[src/rtl/id_ex_stage_register.sv]
// ID/EX pipeline register with load-use hazard detection, bubble insertion,
// same-cycle WB operand bypass and a saturating load-use stall counter.
module id_ex_stage_register #(
  parameter int XLEN    = 32,
  parameter int ALUOP_W = 4,
  parameter int CNT_W   = 32
) (
  input  logic               clk,
  input  logic               rst_n,
  input  logic               ID_valid,
  input  logic [XLEN-1:0]    ID_PC,
  input  logic [XLEN-1:0]    ID_rdata1,
  input  logic [XLEN-1:0]    ID_rdata2,
  input  logic [XLEN-1:0]    ID_imm,
  input  logic [4:0]         ID_Rs1,
  input  logic [4:0]         ID_Rs2,
  input  logic               ID_uses_rs1,
  input  logic               ID_uses_rs2,
  input  logic [4:0]         ID_Rd,
  input  logic               ID_RegWrite,
  input  logic               ID_MemRead,
  input  logic               ID_MemWrite,
  input  logic               ID_ALUSrc,
  input  logic [ALUOP_W-1:0] ID_ALUOp,
  input  logic               flush,
  input  logic               hold,
  input  logic               WB_RegWrite,
  input  logic [4:0]         WB_Rd,
  input  logic [XLEN-1:0]    WB_data,
  output logic               EX_valid,
  output logic [XLEN-1:0]    EX_PC,
  output logic [XLEN-1:0]    EX_rdata1,
  output logic [XLEN-1:0]    EX_rdata2,
  output logic [XLEN-1:0]    EX_imm,
  output logic [4:0]         EX_Rs1,
  output logic [4:0]         EX_Rs2,
  output logic [4:0]         EX_Rd,
  output logic               EX_RegWrite,
  output logic               EX_MemRead,
  output logic               EX_MemWrite,
  output logic               EX_ALUSrc,
  output logic [ALUOP_W-1:0] EX_ALUOp,
  output logic               stall,
  output logic [CNT_W-1:0]   stall_count
);

  typedef enum logic [1:0] {
    ACT_HOLD   = 2'd0,
    ACT_BUBBLE = 2'd1,
    ACT_LOAD   = 2'd2
  } action_t;

  logic               valid_reg,    valid_next;
  logic [XLEN-1:0]    pc_reg,       pc_next;
  logic [XLEN-1:0]    rdata1_reg,   rdata1_next;
  logic [XLEN-1:0]    rdata2_reg,   rdata2_next;
  logic [XLEN-1:0]    imm_reg,      imm_next;
  logic [4:0]         rs1_reg,      rs1_next;
  logic [4:0]         rs2_reg,      rs2_next;
  logic [4:0]         rd_reg,       rd_next;
  logic               regwrite_reg, regwrite_next;
  logic               memread_reg,  memread_next;
  logic               memwrite_reg, memwrite_next;
  logic               alusrc_reg,   alusrc_next;
  logic [ALUOP_W-1:0] aluop_reg,    aluop_next;
  logic [CNT_W-1:0]   count_reg,    count_next;

  logic    rs1_hit;
  logic    rs2_hit;
  logic    lu_hazard;
  logic    wb_fwd1;
  logic    wb_fwd2;
  logic    count_full;
  action_t action;

  // Load-use detection compares the ID sources against the load now in EX.
  always_comb begin
    rs1_hit   = ID_uses_rs1 && (ID_Rs1 == rd_reg);
    rs2_hit   = ID_uses_rs2 && (ID_Rs2 == rd_reg);
    lu_hazard = valid_reg && memread_reg && (rd_reg != 5'd0) && ID_valid &&
                (rs1_hit || rs2_hit);
  end

  // A squashed ID instruction never needs to wait for its operands.
  assign stall = lu_hazard && !flush;

  always_comb begin
    wb_fwd1    = WB_RegWrite && (WB_Rd != 5'd0) && (WB_Rd == ID_Rs1);
    wb_fwd2    = WB_RegWrite && (WB_Rd != 5'd0) && (WB_Rd == ID_Rs2);
    count_full = (count_reg == {CNT_W{1'b1}});
  end

  always_comb begin
    action = ACT_LOAD;
    if (hold) begin
      action = ACT_HOLD;
    end else if (flush || stall) begin
      action = ACT_BUBBLE;
    end
  end

  always_comb begin
    valid_next    = valid_reg;
    pc_next       = pc_reg;
    rdata1_next   = rdata1_reg;
    rdata2_next   = rdata2_reg;
    imm_next      = imm_reg;
    rs1_next      = rs1_reg;
    rs2_next      = rs2_reg;
    rd_next       = rd_reg;
    regwrite_next = regwrite_reg;
    memread_next  = memread_reg;
    memwrite_next = memwrite_reg;
    alusrc_next   = alusrc_reg;
    aluop_next    = aluop_reg;
    count_next    = count_reg;
    case (action)
      ACT_BUBBLE: begin
        valid_next    = 1'b0;
        pc_next       = '0;
        rdata1_next   = '0;
        rdata2_next   = '0;
        imm_next      = '0;
        rs1_next      = '0;
        rs2_next      = '0;
        rd_next       = '0;
        regwrite_next = 1'b0;
        memread_next  = 1'b0;
        memwrite_next = 1'b0;
        alusrc_next   = 1'b0;
        aluop_next    = '0;
        // Flush wins over stall, so only genuine load-use bubbles are counted.
        if (stall && !count_full) begin
          count_next = count_reg + 1'b1;
        end
      end
      ACT_LOAD: begin
        valid_next    = ID_valid;
        pc_next       = ID_PC;
        rdata1_next   = wb_fwd1 ? WB_data : ID_rdata1;
        rdata2_next   = wb_fwd2 ? WB_data : ID_rdata2;
        imm_next      = ID_imm;
        rs1_next      = ID_Rs1;
        rs2_next      = ID_Rs2;
        rd_next       = ID_Rd;
        // A writer to x0 is demoted here so the forwarding unit never sees it.
        regwrite_next = ID_valid && ID_RegWrite && (ID_Rd != 5'd0);
        memread_next  = ID_valid && ID_MemRead;
        memwrite_next = ID_valid && ID_MemWrite;
        alusrc_next   = ID_valid && ID_ALUSrc;
        aluop_next    = ID_valid ? ID_ALUOp : '0;
      end
      default: ;
    endcase
  end

  always_ff @(posedge clk or negedge rst_n) begin
    if (!rst_n) begin
      valid_reg    <= 1'b0;
      pc_reg       <= '0;
      rdata1_reg   <= '0;
      rdata2_reg   <= '0;
      imm_reg      <= '0;
      rs1_reg      <= '0;
      rs2_reg      <= '0;
      rd_reg       <= '0;
      regwrite_reg <= 1'b0;
      memread_reg  <= 1'b0;
      memwrite_reg <= 1'b0;
      alusrc_reg   <= 1'b0;
      aluop_reg    <= '0;
      count_reg    <= '0;
    end else begin
      valid_reg    <= valid_next;
      pc_reg       <= pc_next;
      rdata1_reg   <= rdata1_next;
      rdata2_reg   <= rdata2_next;
      imm_reg      <= imm_next;
      rs1_reg      <= rs1_next;
      rs2_reg      <= rs2_next;
      rd_reg       <= rd_next;
      regwrite_reg <= regwrite_next;
      memread_reg  <= memread_next;
      memwrite_reg <= memwrite_next;
      alusrc_reg   <= alusrc_next;
      aluop_reg    <= aluop_next;
      count_reg    <= count_next;
    end
  end

  assign EX_valid    = valid_reg;
  assign EX_PC       = pc_reg;
  assign EX_rdata1   = rdata1_reg;
  assign EX_rdata2   = rdata2_reg;
  assign EX_imm      = imm_reg;
  assign EX_Rs1      = rs1_reg;
  assign EX_Rs2      = rs2_reg;
  assign EX_Rd       = rd_reg;
  assign EX_RegWrite = regwrite_reg;
  assign EX_MemRead  = memread_reg;
  assign EX_MemWrite = memwrite_reg;
  assign EX_ALUSrc   = alusrc_reg;
  assign EX_ALUOp    = aluop_reg;
  assign stall_count = count_reg;

endmodule

[config.mk]
export PLATFORM = sky130hd
export DESIGN_NAME = id_ex_stage_register
export DESIGN_NICKNAME = d
export VERILOG_FILES = /design/src/rtl/id_ex_stage_register.sv
export SDC_FILE = /design/constraint.sdc
export NUM_CORES = 1
export LEC_CHECK = 0
export ABC_AREA = 1
export ABC_CLOCK_PERIOD_IN_PS = 2800
export CAP_MARGIN = 25
export CORE_AREA = 4 4 145 147
export DETAILED_ROUTE_END_ITERATION = 10
export DIE_AREA = 0 0 149 151
export GPL_ROUTABILITY_DRIVEN = 1
export GPL_TIMING_DRIVEN = 0
export PLACE_DENSITY = 0.83
export SLEW_MARGIN = 5
export SYNTH_ARGS = -nofsm -noshare
export SYNTH_HDL_FRONTEND = slang
export SYNTH_SLANG_ARGS = --single-unit
[constraint.sdc]
create_clock -name clk -period 2.8 [get_ports clk]
set_clock_uncertainty 0.15 [all_clocks]
set_input_delay 0.84 -clock clk [delete_from_list [all_inputs] [get_ports clk]]
set_output_delay 0.84 -clock clk [all_outputs]
set_load 0.02 [all_outputs]
==> metrics.md <==
| Metric | Value |
|---|---|
| Status | `finished clean` |
| Wire per inst | `around 17 µm` |
| Layout fillers | `around 1700` |
| Worst min-delay path category | `input port to asynchronous set/reset pin` |
| Initial antenna violation count | `2` |
| Pwr per Cell Area | `493 nW/µm²` |
| R2r startpoint | `EX_Rd[1]` |
| Synth Warn # | `0` |
| Largest fanout on the critical path | `9` |
| CORE AREA | `roughly 20000 µm²` |
| Kind of critical path | `input port to output port` |
| Final GP Congestion | `between 0.9 and 1` |
| Clock share of power | `0.366` |
| TritonCTS Buffers | `17` |
| Initial core utilization | `0.459` |
| Net Switching | `between 1500 and 2000 µW` |
| Max cap viols | `0` |
| Yosys top cell area share | `0.504` |
| Setup Viol. Count Final | `0` |
| RR Endpoint | `EX_rdata2[26]` |
| Fin Setup TNS | `0 ns` |
| Synth area leaders | `dfrtp_1 (50%), nand2_1 (31%), nand3_1 (4.3%), nor2_1 (2.1%), buf_6 (2.1%)` |
| Sequential Power Share | `0.428` |
| Mapped Cells | `about 1200` |
| Final hold violation count | `0` |
| Post-DP HPWL | `26000 µm` |
| Die Footprint | `between 20000 and 25000 µm²` |
| Post-synth cell types | `25` |
| CTS tree | `built` |
| Slew @ Worst Pin | `~0.74 ns` |
| First-pass GRT wire length | `slightly above 50000 µm` |
| First-iteration detailed-routing DRC count | `616` |
| Post-Syn Nets | `around 1400` |
| Hold_ws | `~0.22 ns` |
| PortBufs | `approximately 380` |
| Clock transition at the registers of the reported paths | `about 0.08 ns` |
| Clock root buffer | `clkbuf_16` |
| I/O Pins | `between 300 and 400` |
| Max Fclk | `366 MHz` |
| NumNets Final | `between 1500 and 2000` |
| Switch share | `0.290` |
| Critical path launch point type | `input port` |
| Combinational share of power | `0.206` |
| Layout cell share with drive strength beyond 1 | `0.0572` |
| DR pass1 iterations | `5` |
| Worst Path Arrival | `between 1.5 and 2 ns` |
| Flops & latches, synth | `roughly 180` |
| CTS sink count | `roughly 180` |
| # DRC | `0` |
| CP endpoint kind | `output port` |
| Area growth from synthesis to layout | `52.1%` |
| Congestion Overflow GR | `0` |
| GRT Total Usage | `0.294` |
| Slew Viols, Final | `0` |
| Lkg Pwr | `between 0.006 and 0.007 µW` |
| Mean area per synthesized cell | `about 7.3 µm²` |
| Post-synthesis sequential area ratio | `0.504` |
| Row cnt | `between 50 and 60` |
| Period Utilization, post-route | `0.976` |
| Die Width | `roughly 150 µm` |
| Mapped cell area | `9140 µm²` |
| Crit path required time | `1.81 ns` |
| Dominant cell type by area after synthesis | `dfrtp_1` |
| Clock buffer depth | `2` |
| Routed Antenna Nets | `0` |
| Reg2Reg Setup Slack | `0.58 ns` |
| H-tree levels | `4` |
| Post-route setup slack | `0.0664 ns` |
| Hold Buf Count CTS | `0` |
| Detailed-route wire length | `33800 µm` |
| Maximum VDD drop | `389 µV` |
| Int Power | `between 4000 and 5000 µW` |
| Vias | `9712` |
| Final Critical Period | `between 2 and 3 ns` |
| Worst-Skew Late Latency | `0.43 ns` |
| Number of global-route vias before repair | `slightly below 10000` |
| DR vias/cell | `5.02` |
| Largest net degree at the start of global routing | `99` |
| RSZ-0062 raised after global routing | `no` |
| Relative slew slack | `0.504` |
| Worst-case reg-to-reg path depth | `13` |
| Post-Place Worst Slack | `-0.942 ns` |
| Die H | `roughly 150 µm` |
layer usage:
layer	up-vias	wire [µm]	track usage
met4	0	1020	0.102
li1	4647	-	-
met2	459	16600	0.508
met3	77	3170	0.0868
met5	-	0	0
met1	4529	13100	0.351
sequential cells by signal, indices dropped and copies added (netlist names):
| name | flops |
|---|---|
| EX_PC | 32 |
| EX_Rs2 | 5 |
| EX_rdata1 | 32 |
| EX_MemWrite | 1 |
| EX_rdata2 | 32 |
| EX_RegWrite | 1 |
| EX_Rs1 | 5 |
| EX_MemRead | 1 |
| EX_imm | 32 |
| EX_valid | 1 |
| EX_ALUOp | 4 |
| EX_ALUSrc | 1 |
| EX_Rd | 5 |
| stall_count | 32 |
critical path: stages:
cell and delay (ns):
buf_2 0.19, inv_1 0.08, nor2_1 0.15, o21ai_1 0.12
inv_2 0.11, nand3_4 0.08, inv_2 0.05, buf_6 0.11
layout by cell type, fill, tap and decap left out, types with 2 or more instances in the layout:
master	instances
xor2_1	19
dlygate4sd2_1	2
o22ai_1	5
nand4_1	6
buf_6	18
diode_2	4
nor3_1	12
clkbuf_1	28
o21ai_1	2
clkdlybuf4s50_1	365
dfrtp_1	184
nor2_4	2
clkinv_4	2
inv_8	2
xnor2_1	11
nand3_1	78
buf_2	17
nor2_1	50
bufinv_16	2
buf_4	2
clkbuf_2	8
clkinvlp_4	3
inv_1	34
nand3b_1	6
nor2_2	3
clkbuf_16	17
nand2_2	4
inv_6	4
o21ai_0	18
nand2_1	742
inv_2	5
cells in the mapped netlist:
| master | number |
|---|---|
| nand3_2 | 1 |
| inv_2 | 3 |
| nand4_1 | 6 |
| nand4_2 | 1 |
| o311ai_0 | 1 |
| buf_2 | 15 |
| nand2_2 | 3 |
| xnor2_1 | 11 |
| nand3b_1 | 6 |
| nor3_1 | 12 |
| nor2_4 | 2 |
| nor2_1 | 51 |
| clkbuf_1 | 27 |
| o21ai_0 | 18 |
| xor2_1 | 19 |
| ha_1 | 1 |
| nand2_1 | 743 |
| nand3_1 | 79 |
| nor2_2 | 2 |
| o22ai_1 | 5 |
| nor2b_1 | 1 |
| dfrtp_1 | 184 |
| o21ai_1 | 2 |
| buf_6 | 17 |
| inv_1 | 36 |
metrics by stage:
stage / cells / cell area (µm²) / power, µW / util
finish: 1934 / 13900 / 6850 / 0.698
global route: 1932 / 13900 / 7100 / 0.697
CTS: 1930 / 13900 / 6880 / 0.699
detailed placement: 1896 / 13300 / 4390 / 0.668
global placement: 1895 / 13300 / 4370 / 0.666
floorplan: 1246 / 9140 / 3530 / -
power groups by stage:
stage                     Clock [µW]  Combinational, µW  Sequential, µW
after global routing            2640               1510            2950
after global placement             0               1390            2980
after floorplan                    0                345            3180
after CTS                       2530               1420            2930
final                           2510               1410            2930
after detailed placement           0               1420            2980
logic make-up after synthesis:
family | Yosys count | share of synthesized area
DFF | 184 | 0.504
xor gates and xnor gates | 30 | 0.0288
adders and majority gates | 1 | 0.00137
and+or+nand+nor | 907 | 0.394
buffers and inverters | 98 | 0.0563
AOI/OAI and AO/OA | 26 | 0.0153
worst max path at each step:
stage | start | endpoint | slack (ns) | cells after the start
final | ID_valid | stall | 0.07 | 8
after CTS | ID_Rs2[1] | stall | 0.01 | 10
after global placement | rst_n | EX_PC[16] | -7.08 | 1
after global routing | ID_Rs2[0] | stall | 0.02 | 10
after detailed placement | ID_Rs2[1] | stall | -0.94 | 10
after floorplan | ID_valid | stall | 0.22 | 7
area by class of cell:
class / instances / area [µm²] / share of cell area
flip-flops and latches: 184 / 4600 / 0.331
repair buffers: 382 / 3790 / 0.273
plain buffers: 59 / 368 / 0.0265
inverters: 39 / 146 / 0.0105
diodes: 4 / 10.0 / 0.000721
well taps: 270 / 338 / 0.0243
multi-input cells: 964 / 4030 / 0.290
clock inverters: 13 / 158 / 0.0113
clock buffers: 19 / 443 / 0.0319
repair_timing:
item	CTS	global route
buffers inserted	2	0
gates resized for setup	30	16
endpoints found under the hold margin	0	0
pin swaps	6	3
endpoints found under the setup margin	1	15
(Power assumes the default switching activity.)
